**src/rtl/z80_mem_arbiter.sv**
```systemverilog
// ---------------------------------------------------------------------------
// z80_mem_arbiter
//
// Shares the 64 KiB system memory between the tv80s CPU and a DMA/loader
// requester. The CPU owns the memory by default. The DMA side takes the bus
// through the Z80 BUSRQ/BUSAK handshake and then issues single-beat reads
// and writes, one per cycle. Two counters protect the CPU:
//   - grant_cnt caps a DMA tenure at MAX_GRANT cycles.
//   - gap_cnt keeps BUSRQ released for at least MIN_CPU cycles between
//     tenures.
//
// Parameters
//   AW         address width
//   MAX_GRANT  maximum DMA-owned cycles per tenure (1..255)
//   MIN_CPU    minimum CPU cycles between BUSRQ release and re-assertion
//              (1..255)
//
// Ports
//   clk, reset_n           system clock, asynchronous active-low reset
//   cpu_a, cpu_dout        CPU address and write data
//   cpu_mreq_n, cpu_wr_n   CPU memory request and write strobe
//   cpu_di                 read data to the CPU (8'hFF while DMA owns memory)
//   cpu_busrq_n            registered bus request to the CPU
//   cpu_busak_n            bus acknowledge from the CPU (already synchronous)
//   dma_req                DMA wants the bus (level)
//   dma_valid, dma_we      DMA access strobe and direction (1 = write)
//   dma_addr, dma_wdata    DMA address and write data
//   dma_grant              registered: DMA owns the memory
//   dma_ack                access accepted this cycle (combinational)
//   dma_rvalid, dma_rdata  read data return, one cycle after the read ack
//   mem_addr, mem_we,
//   mem_wdata              memory port driven by the current owner
//   mem_rdata              memory read data (registered, 1-cycle latency)
// ---------------------------------------------------------------------------
module z80_mem_arbiter #(
    parameter int AW        = 16,
    parameter int MAX_GRANT = 64,
    parameter int MIN_CPU   = 8
) (
    input  logic          clk,
    input  logic          reset_n,

    input  logic [AW-1:0] cpu_a,
    input  logic [7:0]    cpu_dout,
    input  logic          cpu_mreq_n,
    input  logic          cpu_wr_n,
    output logic [7:0]    cpu_di,
    output logic          cpu_busrq_n,
    input  logic          cpu_busak_n,

    input  logic          dma_req,
    input  logic          dma_valid,
    input  logic          dma_we,
    input  logic [AW-1:0] dma_addr,
    input  logic [7:0]    dma_wdata,
    output logic          dma_grant,
    output logic          dma_ack,
    output logic          dma_rvalid,
    output logic [7:0]    dma_rdata,

    output logic [AW-1:0] mem_addr,
    output logic          mem_we,
    output logic [7:0]    mem_wdata,
    input  logic [7:0]    mem_rdata
);

    typedef enum logic [1:0] {
        CPU_OWN = 2'd0,
        REQ     = 2'd1,
        GRANT   = 2'd2,
        RELEASE = 2'd3
    } state_t;

    // The last grant cycle is the one where grant_cnt shows MAX_GRANT-1,
    // so a tenure holds exactly MAX_GRANT cycles.
    localparam logic [7:0] GRANT_LAST = 8'(MAX_GRANT - 1);
    localparam logic [7:0] GAP_LOAD   = 8'(MIN_CPU);

    state_t      state_r;
    state_t      state_next_s;
    logic [7:0]  grant_cnt_r;
    logic [7:0]  gap_cnt_r;
    logic        busrq_n_r;
    logic        grant_r;
    logic        rvalid_r;
    logic [7:0]  rdata_hold_r;
    logic        granted_s;
    logic        read_ack_s;

    // Memory mux select: the DMA side owns the memory only in GRANT.
    assign granted_s  = (state_r == GRANT);
    assign read_ack_s = granted_s & dma_valid & ~dma_we;

    // Next-state logic for the ownership handshake.
    always_comb begin
        state_next_s = state_r;
        case (state_r)
            CPU_OWN: begin
                if (dma_req && (gap_cnt_r == 8'd0)) begin
                    state_next_s = REQ;
                end else begin
                    state_next_s = CPU_OWN;
                end
            end
            REQ: begin
                // BUSRQ is never withdrawn before BUSAK. If the requester
                // lost interest while waiting, pass through RELEASE without
                // granting so the CPU gets its bus back cleanly.
                if (!cpu_busak_n) begin
                    if (dma_req) begin
                        state_next_s = GRANT;
                    end else begin
                        state_next_s = RELEASE;
                    end
                end else begin
                    state_next_s = REQ;
                end
            end
            GRANT: begin
                if (!dma_req || (grant_cnt_r == GRANT_LAST)) begin
                    state_next_s = RELEASE;
                end else begin
                    state_next_s = GRANT;
                end
            end
            RELEASE: begin
                if (cpu_busak_n) begin
                    state_next_s = CPU_OWN;
                end else begin
                    state_next_s = RELEASE;
                end
            end
            default: begin
                state_next_s = CPU_OWN;
            end
        endcase
    end

    // State register.
    always_ff @(posedge clk or negedge reset_n) begin
        if (!reset_n) begin
            state_r <= CPU_OWN;
        end else begin
            state_r <= state_next_s;
        end
    end

    // Tenure length counter: cleared on entry to GRANT, counts GRANT cycles.
    always_ff @(posedge clk or negedge reset_n) begin
        if (!reset_n) begin
            grant_cnt_r <= 8'd0;
        end else if ((state_r != GRANT) && (state_next_s == GRANT)) begin
            grant_cnt_r <= 8'd0;
        end else if (state_r == GRANT) begin
            grant_cnt_r <= grant_cnt_r + 8'd1;
        end else begin
            grant_cnt_r <= grant_cnt_r;
        end
    end

    // CPU window counter: reloaded while releasing, drains in CPU_OWN.
    always_ff @(posedge clk or negedge reset_n) begin
        if (!reset_n) begin
            gap_cnt_r <= 8'd0;
        end else if (state_r == RELEASE) begin
            gap_cnt_r <= GAP_LOAD;
        end else if ((state_r == CPU_OWN) && (gap_cnt_r != 8'd0)) begin
            gap_cnt_r <= gap_cnt_r - 8'd1;
        end else begin
            gap_cnt_r <= gap_cnt_r;
        end
    end

    // Handshake outputs, registered from the next state so they line up
    // with the state they describe.
    always_ff @(posedge clk or negedge reset_n) begin
        if (!reset_n) begin
            busrq_n_r <= 1'b1;
            grant_r   <= 1'b0;
        end else begin
            busrq_n_r <= ~((state_next_s == REQ) || (state_next_s == GRANT));
            grant_r   <= (state_next_s == GRANT);
        end
    end

    // Read-return flag and the last returned byte.
    always_ff @(posedge clk or negedge reset_n) begin
        if (!reset_n) begin
            rvalid_r     <= 1'b0;
            rdata_hold_r <= 8'h00;
        end else begin
            rvalid_r <= read_ack_s;
            if (rvalid_r) begin
                rdata_hold_r <= mem_rdata;
            end else begin
                rdata_hold_r <= rdata_hold_r;
            end
        end
    end

    assign cpu_busrq_n = busrq_n_r;
    assign dma_grant   = grant_r;
    assign dma_rvalid  = rvalid_r;

    // The memory read port is itself a register, so during the rvalid cycle
    // the byte is taken straight from mem_rdata; outside it the captured copy
    // is held. Both sources only change on a clock edge or on reset.
    assign dma_rdata = rvalid_r ? mem_rdata : rdata_hold_r;

    // Memory port mux and CPU-side read data.
    always_comb begin
        mem_addr  = cpu_a;
        mem_wdata = cpu_dout;
        mem_we    = 1'b0;
        dma_ack   = 1'b0;
        cpu_di    = 8'hFF;
        if (granted_s) begin
            mem_addr  = dma_addr;
            mem_wdata = dma_wdata;
            mem_we    = dma_valid & dma_we;
            dma_ack   = dma_valid;
            cpu_di    = 8'hFF;
        end else begin
            mem_addr  = cpu_a;
            mem_wdata = cpu_dout;
            mem_we    = ~cpu_mreq_n & ~cpu_wr_n;
            dma_ack   = 1'b0;
            cpu_di    = mem_rdata;
        end
    end

endmodule

```
**config.mk**
```make
export PLATFORM = sky130hd
export DESIGN_NAME = z80_mem_arbiter
export DESIGN_NICKNAME = d
export VERILOG_FILES = /design/src/rtl/z80_mem_arbiter.sv
export SDC_FILE = /design/constraint.sdc
export NUM_CORES = 1
export LEC_CHECK = 0
export CAP_MARGIN = 20
export CORE_UTILIZATION = 39
export DETAILED_ROUTE_END_ITERATION = 7
export PLACE_DENSITY = 0.85
export RECOVER_POWER = 50
export SLEW_MARGIN = 20
export SYNTH_ARGS = -nofsm -noshare
export SYNTH_HDL_FRONTEND = slang
export SYNTH_SLANG_ARGS = --single-unit
```
**constraint.sdc**
```tcl
create_clock -name clk -period 4.2 [get_ports clk]
set_input_delay 0.63 -clock clk [delete_from_list [all_inputs] [get_ports clk]]
set_output_delay 0.63 -clock clk [all_outputs]
set_load 0.03 [all_outputs]
```
==> summary.txt <==
Outcome
  • Run status: complete, but fails checks
  • Violations in the final reports: max-capacitance violations, max-slew violations

Worst setup path
  • Critical Path End Type: primary output
  • Cells along the critical path: nor2b_1 > buf_4 > nand3_1 > o31ai_1 > clkdlybuf4s50_1
  • Crit Path Class: flop to primary output
  • Slowest-stage cell, CP: sky130_fd_sc_hd__clkdlybuf4s50_1
  • Critical path data required time: around 3.6 ns
  • Longest individual stage delay on the worst path: 0.71 ns
  • Cell class contributing the biggest share of worst-path delay: buffers and inverters
  • Worst-path fanout max: 25
  • Total buffers and inverters traversed by the critical path: 2
  • WP data arrival: 2.64 ns
  • Worst Setup Start Kind: flop

Timing
  • Final cycle utilization of the critical path: about 78%
  • Max-slew violation count: 30
  • Transition time of the tightest slew-check pin: 1.56 ns
  • Clock skew after layout: 0.00452 ns
  • Max Clk Rate: 0.306 GHz
  • Final-report hold violation count: 0
  • Final setup violation count: 0
  • Time the worst path needs with I/O delays and setup: 3.27 ns
  • Slew margin rel.: -4.16%
  • Post-route setup TNS: 0 ns
  • Setup repair after global routing missed its margin: no

Power and ir drop
  • Static Leak: between 0.001 and 0.0015 uW
  • Peak supply drop: 391 uV
  • Power Density: roughly 710 nW/um^2

Clocking
  • Buffer type at the clock tree root: sky130_fd_sc_hd__clkbuf_8
  • Total CTS buffers: 5
  • Gates resized, CTS repair: 0
  • H-tree depth: 2
  • Post-CTS Repair Setup Buffers: 0
  • Hold buffers post-CTS: 0
  • Clock tree from TritonCTS: done
  • Later-pin clock latency in the skew report: 0.28 ns
  • CTS clock-pin slew for the worst setup and hold paths: about 0.06 ns
  • Bufs on Longest Clock Path: 2
  • TritonCTS sink count: 29

Global route
  • Overall global routing resource usage: 21.1%
  • Largest net degree at the start of global routing: 30
  • Overflow after GRT: 0
  • Number of antenna violations at the first check in global routing: 0
  • Global-route wire length before repair: 7.16 mm
  • Vias in the first global route: approximately 1700

Routing
  • Number of iterations in the first detailed-routing pass: 4
  • Wire length after detailed routing: 4.95 mm
  • ANT nets after route: 0
  • Vias after detailed routing: 1848
  • Post-DR wirelength/cell: between 10 and 15 um
  • Initial DRC count: 48
  • DRC violations left: 0
  • Via density per instance: 4.94

Placed design
  • RePlAce Congestion: between 0.7 and 0.8
  • Cell area after placement: approximately 2800 um^2
  • Buffers on Ports: 108
  • Final HPWL from detailed placement: 3.68 mm

Yosys
  • Cell taking the most area after synthesis: sky130_fd_sc_hd__dfrtp_1
  • Post-Synth Simple-Gate Area: between 30% and 40%
  • Synth Net Count: around 280
  • Yosys top cell area share: 40.9%
  • Leading post-synthesis cells by cell area: sky130_fd_sc_hd__dfrtp_1 (41%), sky130_fd_sc_hd__nand2_1 (19%), sky130_fd_sc_hd__mux2_2 (5.9%)
  • Library cells used by synthesis: 32
  • Parity-gate share of the synthesized area counting xor and xnor cells: 1.02%
  • Portion of the post-synthesis area used by sequential elements: 42.4%
  • Mean post-synth cell area: between 7 and 8 um^2
  • Yosys warns: 0
  • Largest family of logic cells by synthesized area: simple AND/OR/NAND/NOR gates
  • Area of the mapped netlist: ~1700 um^2
  • Mux contribution to synthesized area: under 10%
  • Count of mapped cells out of synthesis: 216
  • Synthesized-area fraction occupied by adder cells: under 10%
  • FF+latch count, synth: 29
  • Compound-gate portion of the synthesized area: 7.45%

Cells and area
  • Antenna fix cells: 0
  • Total number of nets in the final design: 391
  • Leading cell type in the layout, fill and taps excluded: sky130_fd_sc_hd__clkdlybuf4s50_1
  • Area used by multi-input combinational logic: 937 um^2
  • Post-route cell area: 2910 um^2
  • Relative area change from synthesis to final layout: 70.1%
  • Area taken by flip-flops and latches: 727 um^2
  • Layout fillers: 333
  • Highest-count cells in the layout ignoring fill and taps: sky130_fd_sc_hd__clkdlybuf4s50_1 (101), sky130_fd_sc_hd__nand2_1 (85), sky130_fd_sc_hd__dfrtp_1 (28), sky130_fd_sc_hd__o21ai_0 (11)
  • Fraction of layout instances using a drive strength above 1: 4.32%

Floorplanning
  • Number of top-level pins: between 100 and 150
  • Placeable Area: 4120 um^2
  • Overall die width: 68.3 um
  • Chip Height: 68.3 um
  • Starting density of the core: 41.6%
  • Std-Cell Rows: 23
  • Die footprint: 4660 um^2

Min path
  • Type of the worst min-delay path: flop to flop

Flow run
  • MaxCap Viol Count: 1
worst reg2reg max path: cells and delay by family, from the launching register on:
kind / cells / cell delay [ns]
adders and majority gates: 1 / 0.24
and+or+nand+nor: 4 / 1.43
buffers and inverters: 1 / 0.38
AOI/OAI and AO/OA: 3 / 0.31
DFF: 1 / 0.50
where the power goes:
| group | switching, uW | internal [uW] | total (uW) | leakage, uW |
|---|---|---|---|---|
| clock network | 102 | 117 | 219 | 0.0000395 |
| registers | 86.1 | 385 | 471 | 0.000368 |
| logic | 810 | 561 | 1370 | 0.000911 |
cell type report:
class,instances,share of cell area (%)
Tap cell,50,2.15
Sequential cell,29,24.9
Timing Repair Buffer,111,37.7
Multi-Input combinational cell,174,32.2
Clock buffer,8,2.75
Inverter,2,0.258
Yosys cell counts, drive strengths merged:
master   instances
mux2             9
o21a             1
o221ai           1
o31ai            1
mux2i            5
nand4            1
clkbuf           9
nand3           10
a22oi            1
nor3             5
o21ai           11
or3b             1
ha               4
and4             1
inv              2
nor2             8
dfrtp           28
and2             1
or4              2
nor2b            3
o2111ai          1
or3              2
a21oi            5
nand2b          10
dfstp            1
buf              2
a21o             1
nor3b            1
and3             2
xor2             2
nand2           85
logic make-up (layout without fill, tap and decap cells):
group / count (synthesis) / after routing
xor+xnor: 2 / 2
flops: 29 / 29
compound gates: 22 / 22
buf+inv: 13 / 121
mux: 14 / 14
fa+ha+maj: 4 / 4
simple gates: 132 / 132
through the flow:
stage | power (uW) | std cells | setup WS, ns | utilization [%] | hold slack (ns)
detailed placement | 1870 | 366 | 1.27 | 69.0 | 0.474
finish | 2060 | 374 | 0.934 | 70.8 | 0.483
global route | 2200 | 374 | 0.759 | 70.8 | 0.502
CTS | 2090 | 374 | 0.964 | 71.0 | 0.482
global placement | 1850 | 366 | 1.31 | 69.0 | 0.459
floorplan | 1320 | 216 | 1.90 | - | 0.334
metal layers:
metal	vias to the layer above	wire length [um]	GRT usage (%)
met5	-	0	0
met4	0	93	10.7
met3	8	533	6.83
met2	87	2210	34.8
met1	825	2110	24.3
li1	928	-	-
flip-flops by register name, indices dropped and copies added (netlist names):
| name | flops |
|---|---|
| gap_cnt_r | 8 |
| cpu_busrq_n | 1 |
| rdata_hold_r | 8 |
| dma_grant | 1 |
| grant_cnt_r | 8 |
| state_r | 2 |
| dma_rvalid | 1 |
path summary, 6_finish.rpt:
path                              endpoint  cells past startpoint            start  slack (ns)
max in group asynchronous       dma_rvalid                      2          reset_n        2.03
max reg2reg                 grant_cnt_r[6]                      9       state_r[1]        1.27
min                        rdata_hold_r[0]                      1  rdata_hold_r[0]        0.48
max                                 mem_we                      5       state_r[1]        0.93
min in group asynchronous     gap_cnt_r[0]                      2          reset_n        1.27
min reg2reg                rdata_hold_r[0]                      1  rdata_hold_r[0]        0.48
Power figures use the tool's default switching activity.
